==> src/rtl/fb_scanout_pkg.sv <==
// Shared types and elaboration-time helpers for the frame-buffer scanout engine.
// Holds the FSM state encoding, a ceil-log2 for sizing counters, and the
// output-pixels-per-frame helper used to size the push counter.
package fb_scanout_pkg;

  typedef enum logic [1:0] {
    IDLE  = 2'd0,
    RUN   = 2'd1,
    DRAIN = 2'd2
  } scan_state_t;

  // Ceil(log2(n)); returns 0 for n <= 1.
  function automatic int clog2(input int n);
    int r;
    r = 0;
    while ((1 << r) < n) r = r + 1;
    return r;
  endfunction

  // Output pixels per frame after replication in both axes.
  function automatic int px_per_frame(input int h_res, input int v_res, input int scale);
    return h_res * scale * v_res * scale;
  endfunction

endpackage

==> src/rtl/scanout_skid.sv <==
// Small synchronous FIFO that absorbs BRAM read data while the pixel FIFO is full.
// Zero-latency head: the oldest entry is visible on head whenever count != 0.
// No internal overflow protection; the reader only issues when space is reserved.
module scanout_skid
  import fb_scanout_pkg::*;
#(
  parameter int DEPTH = 3,
  parameter int WIDTH = 24,
  parameter int CNT_W = 2
) (
  input  logic             clk,
  input  logic             rst,
  input  logic             push,
  input  logic [WIDTH-1:0] push_data,
  input  logic             pop,
  output logic [WIDTH-1:0] head,
  output logic [CNT_W-1:0] count
);

  localparam int PW = (DEPTH > 1) ? clog2(DEPTH) : 1;
  localparam logic [PW-1:0] LAST = PW'(DEPTH - 1);

  logic [WIDTH-1:0] mem [DEPTH];
  logic [PW-1:0]    wr_ptr;
  logic [PW-1:0]    rd_ptr;

  // Data storage; stale contents are never visible because count gates use.
  always_ff @(posedge clk) begin
    if (push) mem[wr_ptr] <= push_data;
  end

  // Pointer wrap and occupancy tracking; reset empties the buffer.
  always_ff @(posedge clk) begin
    if (rst) begin
      wr_ptr <= '0;
      rd_ptr <= '0;
      count  <= '0;
    end else begin
      if (push) wr_ptr <= (wr_ptr == LAST) ? '0 : wr_ptr + PW'(1);
      if (pop)  rd_ptr <= (rd_ptr == LAST) ? '0 : rd_ptr + PW'(1);
      case ({push, pop})
        2'b10:   count <= count + CNT_W'(1);
        2'b01:   count <= count - CNT_W'(1);
        default: count <= count;
      endcase
    end
  end

  assign head = mem[rd_ptr];

endmodule

==> src/rtl/fb_scanout.sv <==
// Frame-buffer scanout: walks the source frame with pixel/line replication and
// streams BRAM read data into the pixel FIFO, one pixel per clock when not full.
// Reads are only issued when skid space is reserved, so any fifo_full pattern is lossless.
module fb_scanout
  import fb_scanout_pkg::*;
#(
  parameter int H_RES  = 320,
  parameter int V_RES  = 240,
  parameter int SCALE  = 2,
  parameter int ADDR_W = 18,
  parameter int DATA_W = 24,
  parameter int RD_LAT = 1
) (
  input  logic              clk,
  input  logic              rst,
  input  logic              enable,
  input  logic              page_sel,
  input  logic              fifo_full,
  output logic              fifo_wr_en,
  output logic [DATA_W-1:0] fifo_din,
  output logic              fb_rd_en,
  output logic [ADDR_W-1:0] fb_rd_addr,
  input  logic [DATA_W-1:0] fb_rd_data,
  output logic              busy,
  output logic              frame_done
);

  // Skid depth covers every read in the BRAM pipe plus two buffered entries.
  localparam int D     = RD_LAT + 2;
  localparam int CNT_W = clog2(D + 1);
  localparam int SUM_W = CNT_W + 1;
  localparam int SXW   = clog2(H_RES + 1);
  localparam int SYW   = clog2(V_RES + 1);
  localparam int RW    = clog2(SCALE + 1);
  localparam int NPIX  = px_per_frame(H_RES, V_RES, SCALE);
  localparam int PCW   = clog2(NPIX + 1);

  localparam logic [ADDR_W-1:0] PAGE_SZ = ADDR_W'(H_RES * V_RES);
  localparam logic [ADDR_W-1:0] LINE_SZ = ADDR_W'(H_RES);

  scan_state_t       state;
  logic [SXW-1:0]    sx;
  logic [SYW-1:0]    sy;
  logic [RW-1:0]     rx;
  logic [RW-1:0]     ry;
  logic [ADDR_W-1:0] line_base;
  logic [ADDR_W-1:0] page_base;

  logic [RD_LAT-1:0] vpipe;
  logic [CNT_W-1:0]  inflight;
  logic [CNT_W-1:0]  skid_count;
  logic [DATA_W-1:0] skid_head;
  logic [PCW-1:0]    push_cnt;

  logic rx_last;
  logic sx_last;
  logic ry_last;
  logic sy_last;
  logic frame_last;
  logic drain_ok;
  logic skid_pop;

  assign rx_last    = (rx == RW'(SCALE - 1));
  assign sx_last    = (sx == SXW'(H_RES - 1));
  assign ry_last    = (ry == RW'(SCALE - 1));
  assign sy_last    = (sy == SYW'(V_RES - 1));
  assign frame_last = rx_last && sx_last && ry_last && sy_last;

  // Count reads still travelling through the BRAM pipeline.
  always_comb begin
    inflight = '0;
    for (int i = 0; i < RD_LAT; i++) inflight = inflight + CNT_W'(vpipe[i]);
  end

  assign drain_ok = (skid_count == '0) && (inflight == '0);

  // Issue a read only when its data is guaranteed a skid slot on arrival.
  assign fb_rd_en   = (state == RUN) &&
                      ((SUM_W'(skid_count) + SUM_W'(inflight)) < SUM_W'(D));
  assign fb_rd_addr = page_base + line_base + ADDR_W'(sx);

  // rst gates the push so buffered data is discarded rather than leaked in the reset cycle.
  assign skid_pop   = (skid_count != '0) && !fifo_full && !rst;
  assign fifo_wr_en = skid_pop;
  assign fifo_din   = (skid_count != '0) ? skid_head : '0;
  assign frame_done = skid_pop && (push_cnt == PCW'(NPIX - 1));
  assign busy       = (state != IDLE);

  // FSM plus scan counters; carry order rx -> sx -> ry -> sy, line_base tracks sy.
  always_ff @(posedge clk) begin
    if (rst) begin
      state     <= IDLE;
      sx        <= '0;
      sy        <= '0;
      rx        <= '0;
      ry        <= '0;
      line_base <= '0;
      page_base <= '0;
    end else begin
      case (state)
        IDLE: begin
          if (enable) begin
            state     <= RUN;
            page_base <= page_sel ? PAGE_SZ : '0;
            sx        <= '0;
            sy        <= '0;
            rx        <= '0;
            ry        <= '0;
            line_base <= '0;
          end
        end
        RUN: begin
          if (fb_rd_en) begin
            if (rx_last) begin
              rx <= '0;
              if (sx_last) begin
                sx <= '0;
                if (ry_last) begin
                  ry <= '0;
                  if (sy_last) begin
                    sy        <= '0;
                    line_base <= '0;
                  end else begin
                    sy        <= sy + SYW'(1);
                    line_base <= line_base + LINE_SZ;
                  end
                end else begin
                  ry <= ry + RW'(1);
                end
              end else begin
                sx <= sx + SXW'(1);
              end
            end else begin
              rx <= rx + RW'(1);
            end
            if (frame_last) state <= DRAIN;
          end
        end
        DRAIN: begin
          if (drain_ok) begin
            if (enable) begin
              state     <= RUN;
              page_base <= page_sel ? PAGE_SZ : '0;
              sx        <= '0;
              sy        <= '0;
              rx        <= '0;
              ry        <= '0;
              line_base <= '0;
            end else begin
              state <= IDLE;
            end
          end
        end
        default: state <= IDLE;
      endcase
    end
  end

  // Valid shift register mirroring the BRAM read latency.
  always_ff @(posedge clk) begin
    if (rst) begin
      vpipe <= '0;
    end else begin
      vpipe[0] <= fb_rd_en;
      for (int i = 1; i < RD_LAT; i++) vpipe[i] <= vpipe[i-1];
    end
  end

  // Output pixel index within the frame, used to place the frame_done pulse.
  always_ff @(posedge clk) begin
    if (rst) begin
      push_cnt <= '0;
    end else if (skid_pop) begin
      push_cnt <= (push_cnt == PCW'(NPIX - 1)) ? '0 : push_cnt + PCW'(1);
    end
  end

  scanout_skid #(
    .DEPTH (D),
    .WIDTH (DATA_W),
    .CNT_W (CNT_W)
  ) u_skid (
    .clk       (clk),
    .rst       (rst),
    .push      (vpipe[RD_LAT-1]),
    .push_data (fb_rd_data),
    .pop       (skid_pop),
    .head      (skid_head),
    .count     (skid_count)
  );

endmodule
==> config.mk <==
export PLATFORM = sky130hd
export DESIGN_NAME = fb_scanout
export DESIGN_NICKNAME = d
export VERILOG_FILES = /design/src/rtl/fb_scanout_pkg.sv /design/src/rtl/scanout_skid.sv /design/src/rtl/fb_scanout.sv
export SDC_FILE = /design/constraint.sdc
export NUM_CORES = 1
export LEC_CHECK = 0
export ABC_AREA = 1
export BUFFER_PORTS_ARGS = -buffer_cell sky130_fd_sc_hd__buf_2
export CORE_ASPECT_RATIO = 2
export CORE_MARGIN = 5
export CORE_UTILIZATION = 59
export DETAILED_ROUTE_END_ITERATION = 10
export PLACE_DENSITY = 0.78
export SYNTH_ARGS = -nofsm -noshare
export SYNTH_HDL_FRONTEND = slang
export SYNTH_SLANG_ARGS = --single-unit
==> constraint.sdc <==
create_clock -name clk -period 3.6 [get_ports clk]
set_input_delay 0.72 -clock clk [delete_from_list [all_inputs] [get_ports clk]]
set_output_delay 0.72 -clock clk [all_outputs]
set_load 0.1 [all_outputs]
==> flow_metrics.tcl, run 1 <==
set metrics [dict create \
    rsz0062_at_grt "false" \
    drt_wl_total_um 15900 \
    share_of_the_synthesized_area_in_compound_gates_ao_oa_aoi_oai_pct 9.50 \
    detailroute.via_count 5678 \
    per_cell_routed_wire_length_um 15.4 \
    switchingPower_uw 2240 \
    timing.final.max_slew_violations 0 \
    groute.layer.met2.usage_pct 46.7 \
    final_hold_viol_count 0 \
    sort_of_element_at_the_start_of_the_critical_path "register" \
    drt_drc_violations_left 0 \
    cell_count_final_fillers_out 1034 \
    final_min_period_over_clock_period_pct 88.5 \
    power.density_cell_area_mw_per_mm2 688 \
    core-area_mm2 0.0114 \
    gp_routability_congestion 0.892 \
    max-cap-violations 0 \
    yosys_warnings 0 \
    setup-tns-final_ns 0 \
    clock_skews_ns 0.0106 \
    postLayoutSetupSlackWorst_ns 0.413 \
    status "finished clean" \
    largest_family_of_logic_cells_by_synthesized_area "simple AND/OR/NAND/NOR gates" \
    grt_first_pass_wirelength_um 26300 \
    synth_area_mm2 0.00686 \
    cts_resized 0 \
    fp.dieArea_mm2 0.0140 \
    power.share.clock_pct 33.0 \
    floorplan.die.height_um 162 \
    tightest_hold_check_type "reg -> reg" \
    grt_use_met3_pct 4.05 \
    drt_iter0_drc 288 \
    syn_area_per_cell_um2 8.53 \
    grt_pass1_vias 5789 \
    portBuffers 74 \
    max-slew-margin-rel_pct 33.5 \
    cts_inserted_buffers 17 \
    cpPeakStageDelay_ns 0.46 \
    p_seq_share_pct 33.7 \
    congestion_overflow_gr 0 \
    syn_nets 848 \
    gr-usage-met1_pct 22.9 \
    route.antenna.remaining_nets 0 \
    synth-simple-area-share_pct 22.9 \
    cts.repair_timing.setup_buffer_count 0 \
    cts.htree.levels 4 \
    insertion_delay_ns 0.42 \
    mostFrequentLayoutCell "sky130_fd_sc_hd__nand2_1" \
    antenna_cells 0 \
    netlist-cell-type-count 45 \
    clkSlewWorstSetupHoldPaths_ns 0.06 \
    place.detailed.hpwl_um 11200 \
    initial_standard_cell_utilization_of_the_core_pct 60.4 \
    worst-slew-pin-transition_ns 0.996 \
    globalRoute.busiestLayer "met2" \
    share_comb_of_total_power_pct 33.3 \
    post_synth_xor_area_fraction_pct 2.30 \
    vias_per_cell 5.49 \
    seq_total_area_yosys_pct 50.2 \
    postSynthRegisterBits 136 \
    crit_fanout 5 \
    clock-sinks 136 \
    power.internal_uw 3230 \
    layout_area_growth_over_synthesis_pct 16.1 \
    p_total_uw 5470 \
    worstSetupEndpointType "primary output" \
    fmax_ghz 0.314 \
    max-vdd-ir-drop_mv 0.458 \
    design.portCount 75 \
    muxShareOfSynthArea_pct 3.94 \
    grtUsageTotal_pct 23.5 \
    pre_cts_ws_ns 0.899 \
    crit_path_cell_trace "ha_1 -> a21oi_1 -> o21ai_0 -> a21oi_1 -> o21ai_0 -> xor2_1 -> buf_2" \
    final_net_count 923 \
    count_of_endpoints_failing_setup_in_the_final_report 0 \
    sw_frac_of_total_pct 40.9 \
    setup.worst_path.class "reg -> out" \
    clockBufferDepth 2 \
    num_rows 55 \
    cts.root.buffer_cell "sky130_fd_sc_hd__clkbuf_16" \
    yosys.area_share.adder_pct 2.74 \
    cts_tree "built" \
    cell_with_the_biggest_individual_delay_on_the_critical_path "sky130_fd_sc_hd__buf_2" \
    cp.arrival_ns 2.47 \
    p_leak_uw 0.00357 \
    netlist_instances 804 \
    min_period_ns 3.19 \
    critical_path_required_ns 2.88 \
    grt_antenna_before_repair 0 \
    drt_first_pass_iters 7 \
    die_width_um 86.2 \
    final_layout_size_suffix_gt1_share_pct 18.4 \
    holdBufCountCts 0 \
    most-common-layout-cells "sky130_fd_sc_hd__nand2_1 (141), sky130_fd_sc_hd__inv_1 (117), sky130_fd_sc_hd__nor2_1 (94)" \
    dp_cells 1002 \
    grt_max_degree 49 \
]
-- logic make-up after synthesis --
family	count (synthesis)
compound gates	121
xor+xnor	18
fa+ha+maj	15
buf+inv	146
flops	136
mux	24
other cells	1
simple gates	343
-- path summary, 6_finish.rpt --
path,to,slack [ns],from,depth (start not counted)
max reg2reg,u_skid.count[1]$_SDFFE_PP0P_,1.21,u_skid.count[0]$_SDFFE_PP0P_,10
min,rx[1]$_SDFFE_PP0P_,0.46,rx[1]$_SDFFE_PP0P_,2
max,fb_rd_addr[16],0.41,page_base[13]$_SDFFE_PP0P_,7
min reg2reg,rx[1]$_SDFFE_PP0P_,0.46,rx[1]$_SDFFE_PP0P_,2
-- registers in the layout, summed over array words and instances (netlist names), named ones only --
register,count
page_base,1
sy,8
u_skid.count,2
push_cnt,19
vpipe,1
u_skid.rd_ptr,2
rx,2
ry,2
line_base,12
u_skid.mem,72
sx,9
u_skid.wr_ptr,2
state,2
-- layer usage --
| layer | wire (um) | up-vias |
|---|---|---|
| li1 | - | 2794 |
| met1 | 5600 | 2684 |
| met2 | 9180 | 163 |
| met3 | 682 | 37 |
| met4 | 427 | 0 |
| met5 | 0 | - |
-- critical path: cells and delay by family, from the launching register on --
kind | cells | cell delay [ns]
AOI/OAI and AO/OA | 4 | 0.70
buffers and inverters | 1 | 0.46
DFF | 1 | 0.41
adders and majority gates | 1 | 0.29
xor gates and xnor gates | 1 | 0.19
-- power groups by stage --
stage	Combinational (uW)	Clock [uW]	Sequential (uW)
6_report	1820	1810	1850
5_1_grt	1940	1890	1860
4_1_cts	1830	1830	1850
3_5_place_dp	1810	0	1880
3_3_place_gp	1780	0	1870
2_1_floorplan	1520	0	1860
-- layout make-up --
| class | count | area [um2] |
|---|---|---|
| clock buffer | 18 | 429 |
| clock inverter | 14 | 186 |
| fill | 915 | 3390 |
| inverter | 122 | 458 |
| multi-input combinational | 522 | 2850 |
| sequential | 136 | 3440 |
| tap | 142 | 178 |
| timing repair buffer | 80 | 415 |
-- metrics by stage --
step,cell area [um2],hold slack [ns],utilization [%]
final,7960,0.455,70.1
after CTS,7960,0.453,70.1
after floorplan,6860,0.416,-
after global routing,7960,0.482,70.1
after detailed placement,7340,0.439,64.7
after global placement,7340,0.424,64.7
-- cell usage after synthesis (all sizes together) --
cell	number	area (um2)
and3	2	12.5
or2	2	12.5
buf	8	57.6
dfxtp	64	1280
o21a	1	7.51
a211oi	2	15.0
nor3b	3	22.5
clkinv	1	3.75
clkbuf	16	60.1
a31oi	3	18.8
conb	1	3.75
edfxtp	72	2160
o211a	1	10.0
ha	15	188
a21oi	63	315
nand3b	1	7.51
nor4	1	6.26
and2	1	6.26
xnor2	4	35.0
nand3	44	233
nor2	102	445
nand4	14	87.6
nand2	150	616
inv	121	454
nor3	23	120
a21o	2	15.0
mux2	24	270
o21bai	4	41.3
o21ai	45	229
xor2	14	123
No activity file was read; power rests on OpenSTA's default activity.
==> inputs of run 2 (changes only) <==
- ABC_AREA: 1 -> unset
- CORE_UTILIZATION: 59 -> 58
- PLACE_DENSITY: 0.78 -> 0.77
==> run 2 against run 1 <==
Utilization is 0.89 points lower. Cell count down 19%. Clock-buffer cell count is 1 lower. Area after synthesis decreased by 7.6%. Highest routed layer unchanged.
==> flow_metrics.tcl, run 2 <==
set metrics [dict create \
    cpPeakStageDelay_ns 0.53 \
    share_of_the_synthesized_area_in_compound_gates_ao_oa_aoi_oai_pct 12.3 \
    crit_path_cell_trace "ha_1 -> a21o_1 -> a21oi_2 -> a21boi_2 -> or4b_1 -> o2111ai_1 -> buf_2" \
    globalRoute.busiestLayer "met2" \
    vias_per_cell 5.74 \
    netlist-cell-type-count 58 \
    final_layout_size_suffix_gt1_share_pct 18.9 \
    yosys_warnings 0 \
    critical_path.top_delay_family "compound AO/OA/AOI/OAI gates" \
    die_width_um 83.9 \
    detailroute.via_count 4834 \
    antenna_cells 0 \
    drt_first_pass_iters 4 \
    post_synth_xor_area_fraction_pct 4.29 \
    per_cell_routed_wire_length_um 16.4 \
    fmax_ghz 0.295 \
    netlist_instances 620 \
    synth_area_mm2 0.00633 \
    layout_area_growth_over_synthesis_pct 18.1 \
    largest_reg_flops 72 \
    gp_routability_congestion 0.855 \
    timing.final.max_slew_violations 0 \
    rsz0062_at_grt "false" \
    most-common-layout-cells "sky130_fd_sc_hd__nor2_1 (101), sky130_fd_sc_hd__edfxtp_1 (72), sky130_fd_sc_hd__buf_2 (70)" \
    power.density_cell_area_mw_per_mm2 535 \
    setup-tns-final_ns 0 \
    synth_area_leaders "sky130_fd_sc_hd__edfxtp_1 (34%), sky130_fd_sc_hd__dfxtp_1 (20%), sky130_fd_sc_hd__nor2_1 (6.1%)" \
    sort_of_element_at_the_start_of_the_critical_path "register" \
    worst-slew-pin-transition_ns 0.988 \
    p_leak_uw 0.00286 \
    finalCoreUtilization_pct 69.2 \
    largest_registers "u_skid.mem x72, push_cnt x19, line_base x12" \
    groute.layer.met2.usage_pct 43.5 \
    initial_standard_cell_utilization_of_the_core_pct 58.6 \
    drt_iter0_drc 283 \
    grt_antenna_before_repair 0 \
    route.antenna.remaining_nets 0 \
    clock-sinks 136 \
    cp_num_buf_inv 1 \
    grt_pass1_vias 4971 \
    grt_first_pass_wirelength_um 23000 \
    clkSlewWorstSetupHoldPaths_ns 0.06 \
    holdBufCountCts 0 \
    muxShareOfSynthArea_pct 4.27 \
    placed_area_mm2 0.00684 \
    place.detailed.hpwl_um 9490 \
    clockBufferDepth 2 \
    critical_path_required_ns 2.88 \
    mostFrequentLayoutCell "sky130_fd_sc_hd__nor2_1" \
    syn_area_per_cell_um2 10.2 \
    registers.top_by_ff_count "u_skid.mem" \
    netlist.area_leader.share_pct 34.1 \
    drt_wl_total_um 13800 \
    seq_total_area_yosys_pct 54.4 \
    clock_skews_ns 0.00747 \
    floorplan.die.height_um 158 \
    cts.repair_timing.setup_buffer_count 0 \
    count_of_endpoints_failing_setup_in_the_final_report 0 \
    synth-simple-area-share_pct 18.9 \
    num_rows 54 \
    async_flop_share_pct 0 \
    grt_use_met3_pct 4.27 \
    synth_flop_cell "sky130_fd_sc_hd__edfxtp_1" \
    design.portCount 75 \
    cp.arrival_ns 2.67 \
    postSynthRegisterBits 136 \
    crit_fanout 6 \
    tightest_hold_check_type "reg -> reg" \
    grt_max_degree 49 \
    finish.instance_area_mm2 0.00748 \
    largest_family_of_logic_cells_by_synthesized_area "simple AND/OR/NAND/NOR gates" \
    synth_top_cells_by_count "sky130_fd_sc_hd__nor2_1 (103), sky130_fd_sc_hd__edfxtp_1 (72), sky130_fd_sc_hd__a21oi_1 (66)" \
    max-slew-margin-rel_pct 34.0 \
    gr-usage-met1_pct 20.8 \
    yosys.area_share.adder_pct 2.96 \
    cts_tree "built" \
    final_min_period_over_clock_period_pct 94.2 \
    max-vdd-ir-drop_mv 0.421 \
    cts_inserted_buffers 17 \
    core-area_mm2 0.0108 \
    fp.dieArea_mm2 0.0132 \
    worstSetupEndpointType "primary output" \
    congestion_overflow_gr 0 \
    grtUsageTotal_pct 21.7 \
    cts.htree.levels 4 \
    status "finished clean" \
    synth.largest_area_cell "sky130_fd_sc_hd__edfxtp_1" \
    setup.worst_path.class "reg -> out" \
    p_total_uw 4000 \
    synth_most_common_cell "sky130_fd_sc_hd__nor2_1" \
    min_period_ns 3.39 \
    syn_nets 664 \
    cell_with_the_biggest_individual_delay_on_the_critical_path "sky130_fd_sc_hd__or4b_1" \
    final_net_count 733 \
    max-cap-violations 0 \
    final_hold_viol_count 0 \
    insertion_delay_ns 0.41 \
    portBuffers 74 \
    cts.root.buffer_cell "sky130_fd_sc_hd__clkbuf_16" \
    synth-edff-count 72 \
    drt_drc_violations_left 0 \
]
run 2: layer usage:
layer / up-vias / part of all wire (%)
met3: 30 / 4.0
li1: 2379 / -
met4: 0 / 2.6
met2: 118 / 58
met1: 2307 / 36
met5: - / 0
run 2: timing repair:
| action | 4_1_cts | 5_1_grt |
|---|---|---|
| endpoints found under the hold margin | 0 | 0 |
| resized for setup | 4 | 3 |
| endpoints found under the setup margin | 3 | 4 |
run 2: final cells by class:
type / instances / area, um2
sequential: 136 / 3440
fill: 822 / 3330
multi-input combinational: 445 / 2770
timing repair buffer: 82 / 440
clock buffer: 17 / 425
clock inverter: 15 / 201
tap: 140 / 175
inverter: 7 / 26.3
run 2: cells by family (layout without fill, tap and decap cells):
logic type | Yosys count | in the layout
AOI/OAI and AO/OA | 132 | 132
xor gates and xnor gates | 31 | 31
adders and majority gates | 15 | 15
buffers and inverters | 39 | 121
DFF | 136 | 136
muxes | 27 | 27
other | 1 | 1
and+or+nand+nor | 239 | 239
run 2: power by group:
group	total, uW	internal [uW]	leakage [uW]	switching [uW]
registers	1680	1660	0.00117	18.1
logic	516	109	0.00139	407
clock network	1810	1160	0.000296	647
run 2: final timing paths:
path,startpoint,to,slack (ns),cells after the start
max,sx[7]$_SDFFE_PP0P_,fb_rd_addr[12],0.21,7
min,push_cnt[1]$_SDFFE_PP0P_,push_cnt[1]$_SDFFE_PP0P_,0.48,2
min reg2reg,push_cnt[1]$_SDFFE_PP0P_,push_cnt[1]$_SDFFE_PP0P_,0.48,2
max reg2reg,u_skid.count[0]$_SDFFE_PP0P_,sx[7]$_SDFFE_PP0P_,1.00,7
run 2: worst min-delay path: cells and delay by family, from the launching register on:
kind / cells / cell delay, ns
flip-flops: 1 / 0.32
AND/OR/NAND/NOR: 1 / 0.06
AO/OA/AOI/OAI: 1 / 0.05
run 2: stage by stage:
step	hold WS, ns	instances	worst slack (ns)
2_1_floorplan	0.444	620	0.0543
3_3_place_gp	0.456	810	0.428
3_5_place_dp	0.468	810	0.278
4_1_cts	0.477	842	0.147
5_1_grt	0.495	842	0.0366
6_report	0.478	842	0.209
==> inputs of run 3 (changes only) <==
==> constraint.sdc (replaced) <==
create_clock -name clk -period 3.6 [get_ports clk]
set_input_delay 0.72 -clock clk [delete_from_list [all_inputs] [get_ports clk]]
set_output_delay 0.72 -clock clk [all_outputs]
set_load 0.02 [all_outputs]
==> run 3 against run 2 <==
Worst hold slack better by 0.0074 ns. Flip-flop and latch count did not move. Non-clock buffer count is 1 lower. Register-to-register slack better by 0.02 ns. Sequential power about the same. Design area decreased by 1.4%. Via count decreased by 0.17%. Maximum frequency rose by 6.0%. Highest routed layer unchanged.
==> flow_metrics.tcl, run 3 (same netlist as run 2, synthesis figures left out) <==
set metrics [dict create \
    status "finished clean" \
    clock_skews_ns 0.00895 \
    crit_fanout 6 \
    p_seq_share_pct 45.9 \
    sort_of_element_at_the_start_of_the_critical_path "register" \
    power.share.clock_pct 45.6 \
    most-common-layout-cells "sky130_fd_sc_hd__nor2_1 (102), sky130_fd_sc_hd__buf_2 (74), sky130_fd_sc_hd__edfxtp_1 (72)" \
    cts.htree.levels 4 \
    largest_registers "u_skid.mem x72, push_cnt x19, line_base x12" \
    portBuffers 74 \
    cp.arrival_ns 2.48 \
    setup-tns-final_ns 0 \
    worst-slew-pin-transition_ns 0.992 \
    grtUsageTotal_pct 21.1 \
    cts_tree "built" \
    max-cap-violations 0 \
    drt_iter0_drc 291 \
    switchingPower_uw 871 \
    setup.worst_path.class "reg -> out" \
    fp.dieArea_mm2 0.0132 \
    drt_first_pass_iters 4 \
    drt_wl_total_um 13400 \
    power.internal_uw 2790 \
    cts.repair_timing.setup_buffer_count 0 \
    final_min_period_over_clock_period_pct 88.9 \
    place.detailed.hpwl_um 9420 \
    cts_resized 0 \
    cts.root.buffer_cell "sky130_fd_sc_hd__clkbuf_16" \
    final_layout_size_suffix_gt1_share_pct 17.7 \
    p_leak_uw 0.00281 \
    cts_inserted_buffers 17 \
    holdBufCountCts 0 \
    final_net_count 732 \
    grt_antenna_before_repair 0 \
    finish.instance_area_mm2 0.00737 \
    clock-sinks 136 \
    max-vdd-ir-drop_mv 0.373 \
    clockBufferDepth 2 \
    core-area_mm2 0.0108 \
    max-slew-margin-rel_pct 33.7 \
    final_hold_viol_count 0 \
    num_rows 54 \
    detailroute.via_count 4826 \
    congestion_overflow_gr 0 \
    drt_drc_violations_left 0 \
    power.density_cell_area_mw_per_mm2 496 \
    per_cell_routed_wire_length_um 16.0 \
    placed_area_mm2 0.00679 \
    die_width_um 83.9 \
    cell_count_final_fillers_out 841 \
    antenna_cells 0 \
    grt_pass1_vias 4915 \
    gp_routability_congestion 0.858 \
    tightest_hold_check_type "reg -> reg" \
    filler_cell_count 844 \
    rsz0062_at_grt "false" \
    layout_area_growth_over_synthesis_pct 16.4 \
    sw_frac_of_total_pct 23.8 \
    vias_per_cell 5.74 \
    route.antenna.remaining_nets 0 \
    critical_path_required_ns 2.88 \
    fmax_ghz 0.313 \
    pre_cts_ws_ns 0.687 \
    min_period_ns 3.20 \
    insertion_delay_ns 0.41 \
    postLayoutSetupSlackWorst_ns 0.401 \
    finalCoreUtilization_pct 68.2 \
    dp_cells 809 \
    design.portCount 75 \
    grt_first_pass_wirelength_um 22500 \
    share_comb_of_total_power_pct 8.5 \
    clkSlewWorstSetupHoldPaths_ns 0.06 \
    grt_max_degree 52 \
    worstSetupEndpointType "primary output" \
    mostFrequentLayoutCell "sky130_fd_sc_hd__nor2_1" \
    timing.final.max_slew_violations 0 \
    floorplan.die.height_um 158 \
    registers.top_by_ff_count "u_skid.mem" \
    count_of_endpoints_failing_setup_in_the_final_report 0 \
    initial_standard_cell_utilization_of_the_core_pct 58.6 \
    largest_reg_flops 72 \
]
-- run 3: worst max-delay path: stages, from the launching register on --
cell and delay (ns):
sky130_fd_sc_hd__dfxtp_1 0.42, sky130_fd_sc_hd__ha_1 0.30, sky130_fd_sc_hd__a21o_1 0.20, sky130_fd_sc_hd__a21oi_2 0.25
sky130_fd_sc_hd__a21boi_1 0.37, sky130_fd_sc_hd__o21ai_0 0.18, sky130_fd_sc_hd__xor2_1 0.16, sky130_fd_sc_hd__buf_2 0.18
-- run 3: per-stage QoR --
step	total power, uW	hold WS [ns]
finish	3660	0.485
global route	3800	0.498
CTS	3680	0.487
detailed placement	2020	0.471
global placement	2010	0.458
floorplan	1920	0.444
-- run 3: cell type report --
| cell class | instances | area (um2) | share of cell area (%) |
|---|---|---|---|
| clock buffers | 17 | 425 | 5.77 |
| clock inverters | 15 | 153 | 2.07 |
| inverters | 7 | 26.3 | 0.356 |
| multi-input cells | 445 | 2730 | 37.0 |
| flip-flops and latches | 136 | 3440 | 46.7 |
| well taps | 140 | 175 | 2.38 |
| repair buffers | 81 | 423 | 5.73 |
-- run 3: power by group through the flow --
stage	clock (uW)	combinational, uW	sequential, uW
5_1_grt	1770	347	1680
4_1_cts	1690	316	1680
3_5_place_dp	0	313	1710
2_1_floorplan	0	219	1710
3_3_place_gp	0	305	1710
6_report	1670	312	1680
-- run 3: final timing paths --
path | cells after the start | endpoint | startpoint | slack, ns
hold reg to reg | 1 | rx[1]$_SDFFE_PP0P_ | rx[1]$_SDFFE_PP0P_ | 0.49
setup reg to reg | 7 | sx[8]$_SDFFE_PP0P_ | u_skid.count[0]$_SDFFE_PP0P_ | 1.02
hold / removal | 1 | rx[1]$_SDFFE_PP0P_ | rx[1]$_SDFFE_PP0P_ | 0.49
setup / recovery | 7 | fb_rd_addr[16] | sx[7]$_SDFFE_PP0P_ | 0.40
-- run 3: per-layer routing --
metal | wire, um | track usage, %
met1 | 4950 | 21.1
met2 | 7850 | 41.4
met3 | 501 | 4.95
met4 | 148 | 7.82
met5 | 0 | 0
